## src/rtl/camera_byte_capture.sv

```systemverilog
// camera_byte_capture
// Brings the OV5640 parallel-port pins into the clk_in domain, turns each
// PCLK rising edge into a one-cycle byte strobe, and derives the sync levels,
// row/frame counters, 16-bit pixel pairs and a frame-done pulse from the
// captured bytes. All outputs are registered and change only on a byte event.
module camera_byte_capture #(
    parameter int SYNC_STAGES = 2
) (
    input  logic        clk_in,
    input  logic        rst_n_in,
    input  logic        cam_pclk_in,
    input  logic        cam_hsync_in,
    input  logic        cam_vsync_in,
    input  logic [7:0]  cam_data_in,
    output logic        valid_byte_out,
    output logic [7:0]  data_out,
    output logic        hsync_out,
    output logic        vsync_out,
    output logic [12:0] hcount_out,
    output logic [11:0] vcount_out,
    output logic [15:0] pixel_out,
    output logic        pixel_valid_out,
    output logic        frame_done_out
);

    // Synchronizer chains; equal depth keeps data aligned with its PCLK edge.
    logic [SYNC_STAGES-1:0]       pclk_sync_q;
    logic [SYNC_STAGES-1:0]       href_sync_q;
    logic [SYNC_STAGES-1:0]       vsync_sync_q;
    logic [SYNC_STAGES-1:0][7:0]  data_sync_q;
    logic                         pclk_prev_q;

    logic       pclk_s, href_s, vsync_s;
    logic [7:0] data_s;

    // Capture state. hsync_q doubles as the previous HREF sample and vsync_q
    // as the previous VSYNC sample: both are exactly "level at last strobe".
    logic        valid_q,       valid_d;
    logic [7:0]  data_q,        data_d;
    logic        hsync_q,       hsync_d;
    logic        vsync_q,       vsync_d;
    logic [12:0] hcount_q,      hcount_d;
    logic [11:0] vcount_q,      vcount_d;
    logic [15:0] pixel_q,       pixel_d;
    logic        pixel_valid_q, pixel_valid_d;
    logic        frame_done_q,  frame_done_d;
    logic [7:0]  hi_byte_q,     hi_byte_d;
    logic        phase_q,       phase_d;
    logic        new_frame_q,   new_frame_d;
    // Set once HREF has been seen low at a byte event since reset, so a row
    // already in progress at reset release is ignored until the next row.
    logic        armed_q,       armed_d;

    logic byte_evt;
    logic href_rise, href_hold, href_fall;
    logic vsync_rise, vsync_fall;

    assign pclk_s  = pclk_sync_q[SYNC_STAGES-1];
    assign href_s  = href_sync_q[SYNC_STAGES-1];
    assign vsync_s = vsync_sync_q[SYNC_STAGES-1];
    assign data_s  = data_sync_q[SYNC_STAGES-1];

    assign byte_evt   = pclk_s & ~pclk_prev_q;
    assign href_rise  = byte_evt & armed_q &  href_s & ~hsync_q;
    assign href_hold  = byte_evt & armed_q &  href_s &  hsync_q;
    assign href_fall  = byte_evt & armed_q & ~href_s &  hsync_q;
    assign vsync_rise = byte_evt &  vsync_s & ~vsync_q;
    assign vsync_fall = byte_evt & ~vsync_s &  vsync_q;

    // Shift camera pins through the synchronizers and keep the delayed PCLK.
    // NOTE: sequential state uses non-blocking assignments so every flop
    // samples the pre-edge value of its neighbour, giving a true shift chain.
    always_ff @(posedge clk_in or negedge rst_n_in) begin
        if (!rst_n_in) begin
            pclk_sync_q  <= '1;
            href_sync_q  <= '0;
            vsync_sync_q <= '0;
            data_sync_q  <= '0;
            pclk_prev_q  <= 1'b1;
        end else begin
            pclk_sync_q  <= {pclk_sync_q[SYNC_STAGES-2:0], cam_pclk_in};
            href_sync_q  <= {href_sync_q[SYNC_STAGES-2:0], cam_hsync_in};
            vsync_sync_q <= {vsync_sync_q[SYNC_STAGES-2:0], cam_vsync_in};
            data_sync_q  <= {data_sync_q[SYNC_STAGES-2:0], cam_data_in};
            pclk_prev_q  <= pclk_s;
        end
    end

    // Next-state for everything derived from a byte event.
    // NOTE: every _d gets its hold value first, so no path leaves a signal
    // unassigned and no latch is inferred.
    always_comb begin
        valid_d       = byte_evt;
        data_d        = data_q;
        hsync_d       = hsync_q;
        vsync_d       = vsync_q;
        hcount_d      = hcount_q;
        vcount_d      = vcount_q;
        pixel_d       = pixel_q;
        pixel_valid_d = 1'b0;
        frame_done_d  = vsync_rise;
        hi_byte_d     = hi_byte_q;
        phase_d       = phase_q;
        new_frame_d   = new_frame_q;
        armed_d       = armed_q | (byte_evt & ~href_s);

        if (byte_evt) begin
            data_d  = data_s;
            hsync_d = href_s;
            vsync_d = vsync_s;
        end

        // Row length: load on row start, count saturating while HREF stays high.
        if (href_rise) begin
            hcount_d = 13'd1;
        end else if (href_hold && (hcount_q != '1)) begin
            hcount_d = hcount_q + 13'd1;
        end

        // Rows per frame: count row ends; the first row after VSYNC restarts it.
        if (href_fall && (vcount_q != '1)) begin
            vcount_d = vcount_q + 12'd1;
        end
        if (href_rise && new_frame_q) begin
            vcount_d    = 12'd0;
            new_frame_d = 1'b0;
        end
        if (vsync_fall) begin
            new_frame_d = 1'b1;
        end

        // Pixel pairing: a row start always begins at phase 0.
        if (href_rise || href_hold) begin
            if (href_rise || !phase_q) begin
                hi_byte_d = data_s;
                phase_d   = 1'b1;
            end else begin
                pixel_d       = {hi_byte_q, data_s};
                pixel_valid_d = 1'b1;
                phase_d       = 1'b0;
            end
        end
    end

    // Capture registers.
    always_ff @(posedge clk_in or negedge rst_n_in) begin
        if (!rst_n_in) begin
            valid_q       <= 1'b0;
            data_q        <= '0;
            hsync_q       <= 1'b0;
            vsync_q       <= 1'b0;
            hcount_q      <= '0;
            vcount_q      <= '0;
            pixel_q       <= '0;
            pixel_valid_q <= 1'b0;
            frame_done_q  <= 1'b0;
            hi_byte_q     <= '0;
            phase_q       <= 1'b0;
            new_frame_q   <= 1'b0;
            armed_q       <= 1'b0;
        end else begin
            valid_q       <= valid_d;
            data_q        <= data_d;
            hsync_q       <= hsync_d;
            vsync_q       <= vsync_d;
            hcount_q      <= hcount_d;
            vcount_q      <= vcount_d;
            pixel_q       <= pixel_d;
            pixel_valid_q <= pixel_valid_d;
            frame_done_q  <= frame_done_d;
            hi_byte_q     <= hi_byte_d;
            phase_q       <= phase_d;
            new_frame_q   <= new_frame_d;
            armed_q       <= armed_d;
        end
    end

    assign valid_byte_out  = valid_q;
    assign data_out        = data_q;
    assign hsync_out       = hsync_q;
    assign vsync_out       = vsync_q;
    assign hcount_out      = hcount_q;
    assign vcount_out      = vcount_q;
    assign pixel_out       = pixel_q;
    assign pixel_valid_out = pixel_valid_q;
    assign frame_done_out  = frame_done_q;

endmodule

```

## config.mk

```make
export PLATFORM = sky130hd
export DESIGN_NAME = camera_byte_capture
export DESIGN_NICKNAME = d
export VERILOG_FILES = /design/src/rtl/camera_byte_capture.sv
export SDC_FILE = /design/constraint.sdc
export NUM_CORES = 1
export LEC_CHECK = 0
export ABC_AREA = 1
export CAP_MARGIN = 5
export CORE_UTILIZATION = 47
export DETAILED_ROUTE_END_ITERATION = 10
export PLACE_DENSITY = 0.75
export SLEW_MARGIN = 20
export SYNTH_ARGS = -nofsm -noshare
export SYNTH_HDL_FRONTEND = slang
export SYNTH_SLANG_ARGS = --single-unit
```

## constraint.sdc

```tcl
create_clock -name clk_in -period 1.3 [get_ports clk_in]
set_input_delay 0.13 -clock clk_in [delete_from_list [all_inputs] [get_ports clk_in]]
set_output_delay 0.13 -clock clk_in [all_outputs]
set_load 0.05 [all_outputs]
```

==> run_results.csv <==
group,metric,value,unit
outcome,violations_in_the_final_reports,"negative setup slack",
power,p_per_area,1620,mW/mm^2
outcome,outcome,"finished with violations",
critical_path,rrSetupSlack,-0.17,ns
timing,unrepaired_setup_endpoints_after_global_routing,"yes",
power,power.share.sequential,39.1,%
global_route,grtUsageMet3,5.44,%
critical_path,rr_worst_depth,6,
synthesis,register_area_share_after_synthesis,59.1,%
synthesis,yosys.cell_types.count,35,
route,dr_total_vias,3296,
synthesis,yosys-top-cells-area,"sky130_fd_sc_hd__dfrtp_1 (57%), sky130_fd_sc_hd__nand2_1 (14%), sky130_fd_sc_hd__inv_1 (3.7%)",
placed_design,pre_cts_slack,-0.149,ns
floorplanning,core,0.00769,sq mm
timing,timing_worst_slew_pin_value,0.355,ns
global_route,first_global_vias,2985,
clock_tree,clk_root_buffer_cell,"sky130_fd_sc_hd__clkbuf_8",
route,detail-route-antenna-nets,0,
critical_path,worstPathRequired,1.56,ns
critical_path,worst_path_max_delay_cell,"sky130_fd_sc_hd__dfstp_2",
global_route,grt_antenna_before_repair,0,
critical_path,rr_startpoint,"pclk_sync_q[1]$_DFF_PN1_",
critical_path,timing.setup.critical_path_class,"register to register",
critical_path,worst_setup_path_end_kind,"register",
clock_tree,cts-htree-levels,3,
synthesis,postSynthRegisterBits,88,
critical_path,worst_path_max_fanout,6,
final_layout,nets,543,
timing,clock-skew-final,0.0160,ns
placed_design,place.gp.congestion,0.844,
critical_path,critical_path.startpoint_type,"register",
placed_design,port-buffer-count,66,
power,leakagePower,2.82,nW
power,netSwitchingFraction,39.8,%
floorplanning,rows,32,
global_route,grt_max_degree,32,
timing,layout_min_cycle_time,1.47,ns
floorplanning,total_die_area,0.00830,sq mm
final_layout,area.growth.synth_to_final,64.4,%
synthesis,synth-warning-count,0,
timing,setup_viol,52,
power,pwr-share-clk,18.4,%
critical_path,timing.critical_path.slowest_cell_delay,0.58,ns
clock_tree,insertion_delay,0.37,ns
clock_tree,tritoncts,"yes",
power,finalPower,0.00993,W
route,drt_drc_violations_left,0,
timing,maxSlewHeadroom,76.3,%
timing,fmax,682,MHz
critical_path,worst_path_arrival_time,1.73,ns
floorplanning,die_h,91.1,um
clock_tree,clockBufferDepth,2,
route,postRouteWirelength,10.2,mm
global_route,grt.overflow.total,0,
worst_hold_path,class_of_the_tightest_hold_or_removal_check,"input port to asynchronous set/reset pin",
power,p_int,0.00598,W
run,max_cap_violations,0,
final_layout,drive_above_1_share,45.4,%
route,detail_route.vias_per_cell,5.19,
timing,slew_viol_final,0,
synthesis,synthesis.nets,414,
final_layout,final_cell_count_no_fill,635,
timing,post-route-period-util,113,%
floorplanning,dieWidth,91.1,um
power,total_switching_power,0.00395,W
synthesis,mappedNetlistArea,0.00373,sq mm
synthesis,yosysTopAreaCell,"sky130_fd_sc_hd__dfrtp_1",
critical_path,cell_by_cell_trace_of_the_critical_path,"nand2_4, nor2_8, nand3_4, clkbuf_16, nand2_4, o21ai_2",
synthesis,synth_largest_type_area_fraction,57.0,%
critical_path,path_common_cell,"sky130_fd_sc_hd__nand2_4",
power,ir_drop,1.51,mV
final_layout,n_antenna_cell,0,
timing,timing_hold_violations_final,0,
global_route,most_heavily_used_metal_layer_in_global_routing,"met2",
final_layout,finished_layout_cell_area,0.00614,sq mm
clock_tree,number_of_clock_sinks_seen_by_cts,88,
global_route,global_route.usage.met2,35.7,%
route,detailedRoute.firstPassIterationCount,5,
global_route,grt_util_all_layers,21.8,%
timing,totalNegativeSetupSlack,-5.14,ns
timing,worst_slack,-0.167,ns
route,detailedRoute.firstIterationViolations,242,
clock_tree,cts-buffers-inserted,9,
clock_tree,clk_transition_reported_paths,0.10,ns
floorplanning,io_pins,67,
critical_path,rr_endpoint,"pixel_out[0]$_DFFE_PN0P_",
synthesis,mean_post_synth_cell_area,9.36,sq um
placed_design,placedCellCount,604,
global_route,grt_first_pass_wirelength,14.0,mm
power,combinationalPowerShare,42.5,%
placed_design,dpl-instance-area,0.00546,sq mm
global_route,met1_demand_to_capacity_share_in_global_routing,26.8,%
floorplanning,floorplan.initialDensity,48.6,%
route,routed_wire_length_per_instance,16.1,um
synthesis,synthesis.instances,399,
placed_design,place.detailed.hpwl,6.13,mm
-- synthesized netlist by cell type (all sizes together) --
| library cell | n |
|---|---|
| o21a | 1 |
| xor2 | 3 |
| clkinv | 2 |
| or2 | 1 |
| o22ai | 1 |
| clkbuf | 1 |
| ha | 2 |
| o21bai | 1 |
| o21ai | 46 |
| nand4 | 4 |
| nand2 | 143 |
| a21oi | 2 |
| nand3 | 20 |
| dfstp | 3 |
| buf | 6 |
| nor3 | 2 |
| dfrtp | 85 |
| inv | 41 |
| o211ai | 1 |
| nor2 | 34 |
-- cell families (layout without fill, tap and decap cells) --
kind of cell    after synthesis  after routing  share of synthesized area, %
compound gates               52             54                          8.91
xor+xnor                      3              3                         0.704
fa+ha+maj                     2              2                         0.670
buf+inv                      50            181                          6.10
flops                        88             88                          59.1
simple gates                204            205                          24.5
-- sequential cells by signal, indices dropped and copies added (netlist names) --
name / flops
pixel_out: 16
hcount_out: 13
vcount_out: 12
data_out: 8
data_s: 8
data_sync_q: 8
hi_byte_q: 8
href_sync_q: 2
pclk_sync_q: 2
vsync_sync_q: 2
armed_q: 1
frame_done_out: 1
hsync_out: 1
new_frame_q: 1
pclk_prev_q: 1
phase_q: 1
pixel_valid_out: 1
valid_byte_out: 1
vsync_out: 1
-- how the worst max path moves through the flow --
stage,cells past startpoint,from,endpoint
final,6,pclk_sync_q[1]$_DFF_PN1_,pixel_out[0]$_DFFE_PN0P_
after global routing,8,hcount_out[1]$_DFFE_PN0P_,hcount_out[8]$_DFFE_PN0P_
after CTS,9,pclk_sync_q[1]$_DFF_PN1_,vcount_out[2]$_DFFE_PN0P_
after detailed placement,9,pclk_sync_q[1]$_DFF_PN1_,vcount_out[8]$_DFFE_PN0P_
after global placement,9,pclk_sync_q[1]$_DFF_PN1_,vcount_out[8]$_DFFE_PN0P_
after floorplan,9,vcount_out[1]$_DFFE_PN0P_,vcount_out[10]$_DFFE_PN0P_
-- through the flow --
stage	utilization [%]	hold WS (ns)
after floorplan	-	-0.166
after global placement	71.0	0.0511
after detailed placement	71.0	0.0512
after CTS	74.9	0.181
after global routing	79.8	0.169
final	79.8	0.189
-- timing repair --
| action | in CTS | in global routing |
|---|---|---|
| cloned | 1 | 7 |
| hold endpoints to repair | 73 | 0 |
| setup buffers | 1 | 6 |
| hold buffers | 1 | 0 |
| pin swaps | 13 | 14 |
| setup endpoints to repair | 42 | 54 |
| gates resized for setup | 24 | 66 |
-- cells in the final DEF (no fill, tap or decap), drive strengths merged --
master,netlist,layout
nor3,2,2
nand2,143,144
clkinvlp,0,2
o21ai,46,48
o21bai,1,1
xor2,3,3
clkinv,2,3
dfstp,3,3
or2,1,1
o21a,1,1
a21oi,2,2
dlygate4sd3,0,1
o211ai,1,1
nand4,4,4
dfrtp,85,85
buf,6,106
clkdlybuf4s50,0,11
inv,41,45
nor2,34,34
nand3,20,20
clkbuf,1,13
ha,2,2
o22ai,1,1
-- area by class of cell --
class / instances / area [sq um]
sequential: 88 / 2230
timing repair buffer: 122 / 1780
multi-input combinational: 264 / 1630
fill: 447 / 1550
inverter: 43 / 183
tap: 102 / 128
clock buffer: 9 / 124
clock inverter: 7 / 60.1
-- worst max-delay path: cells and delay by family, from the launching register on --
kind	cells	cell delay [ns]
buffers and inverters	1	0.23
DFF	1	0.58
and+or+nand+nor	4	0.49
AOI/OAI and AO/OA	1	0.05
-- power groups by stage --
stage                     clock, W  combinational, W  sequential, W
after floorplan                  0          0.000660        0.00483
final                      0.00183           0.00422        0.00388
after global placement           0           0.00372        0.00379
after CTS                  0.00183           0.00388        0.00378
after global routing       0.00196           0.00438        0.00393
after detailed placement         0           0.00382        0.00381
-- per-layer routing --
layer  vias up  share of wire [%]  wire, um
met1      1627                 40      4060
met3        27                5.1       516
met2       122                 52      5320
met5         -                  0         0
met4         0                3.1       313
li1       1520                  -         -
Note: power is estimated with default switching activity, not from simulation.
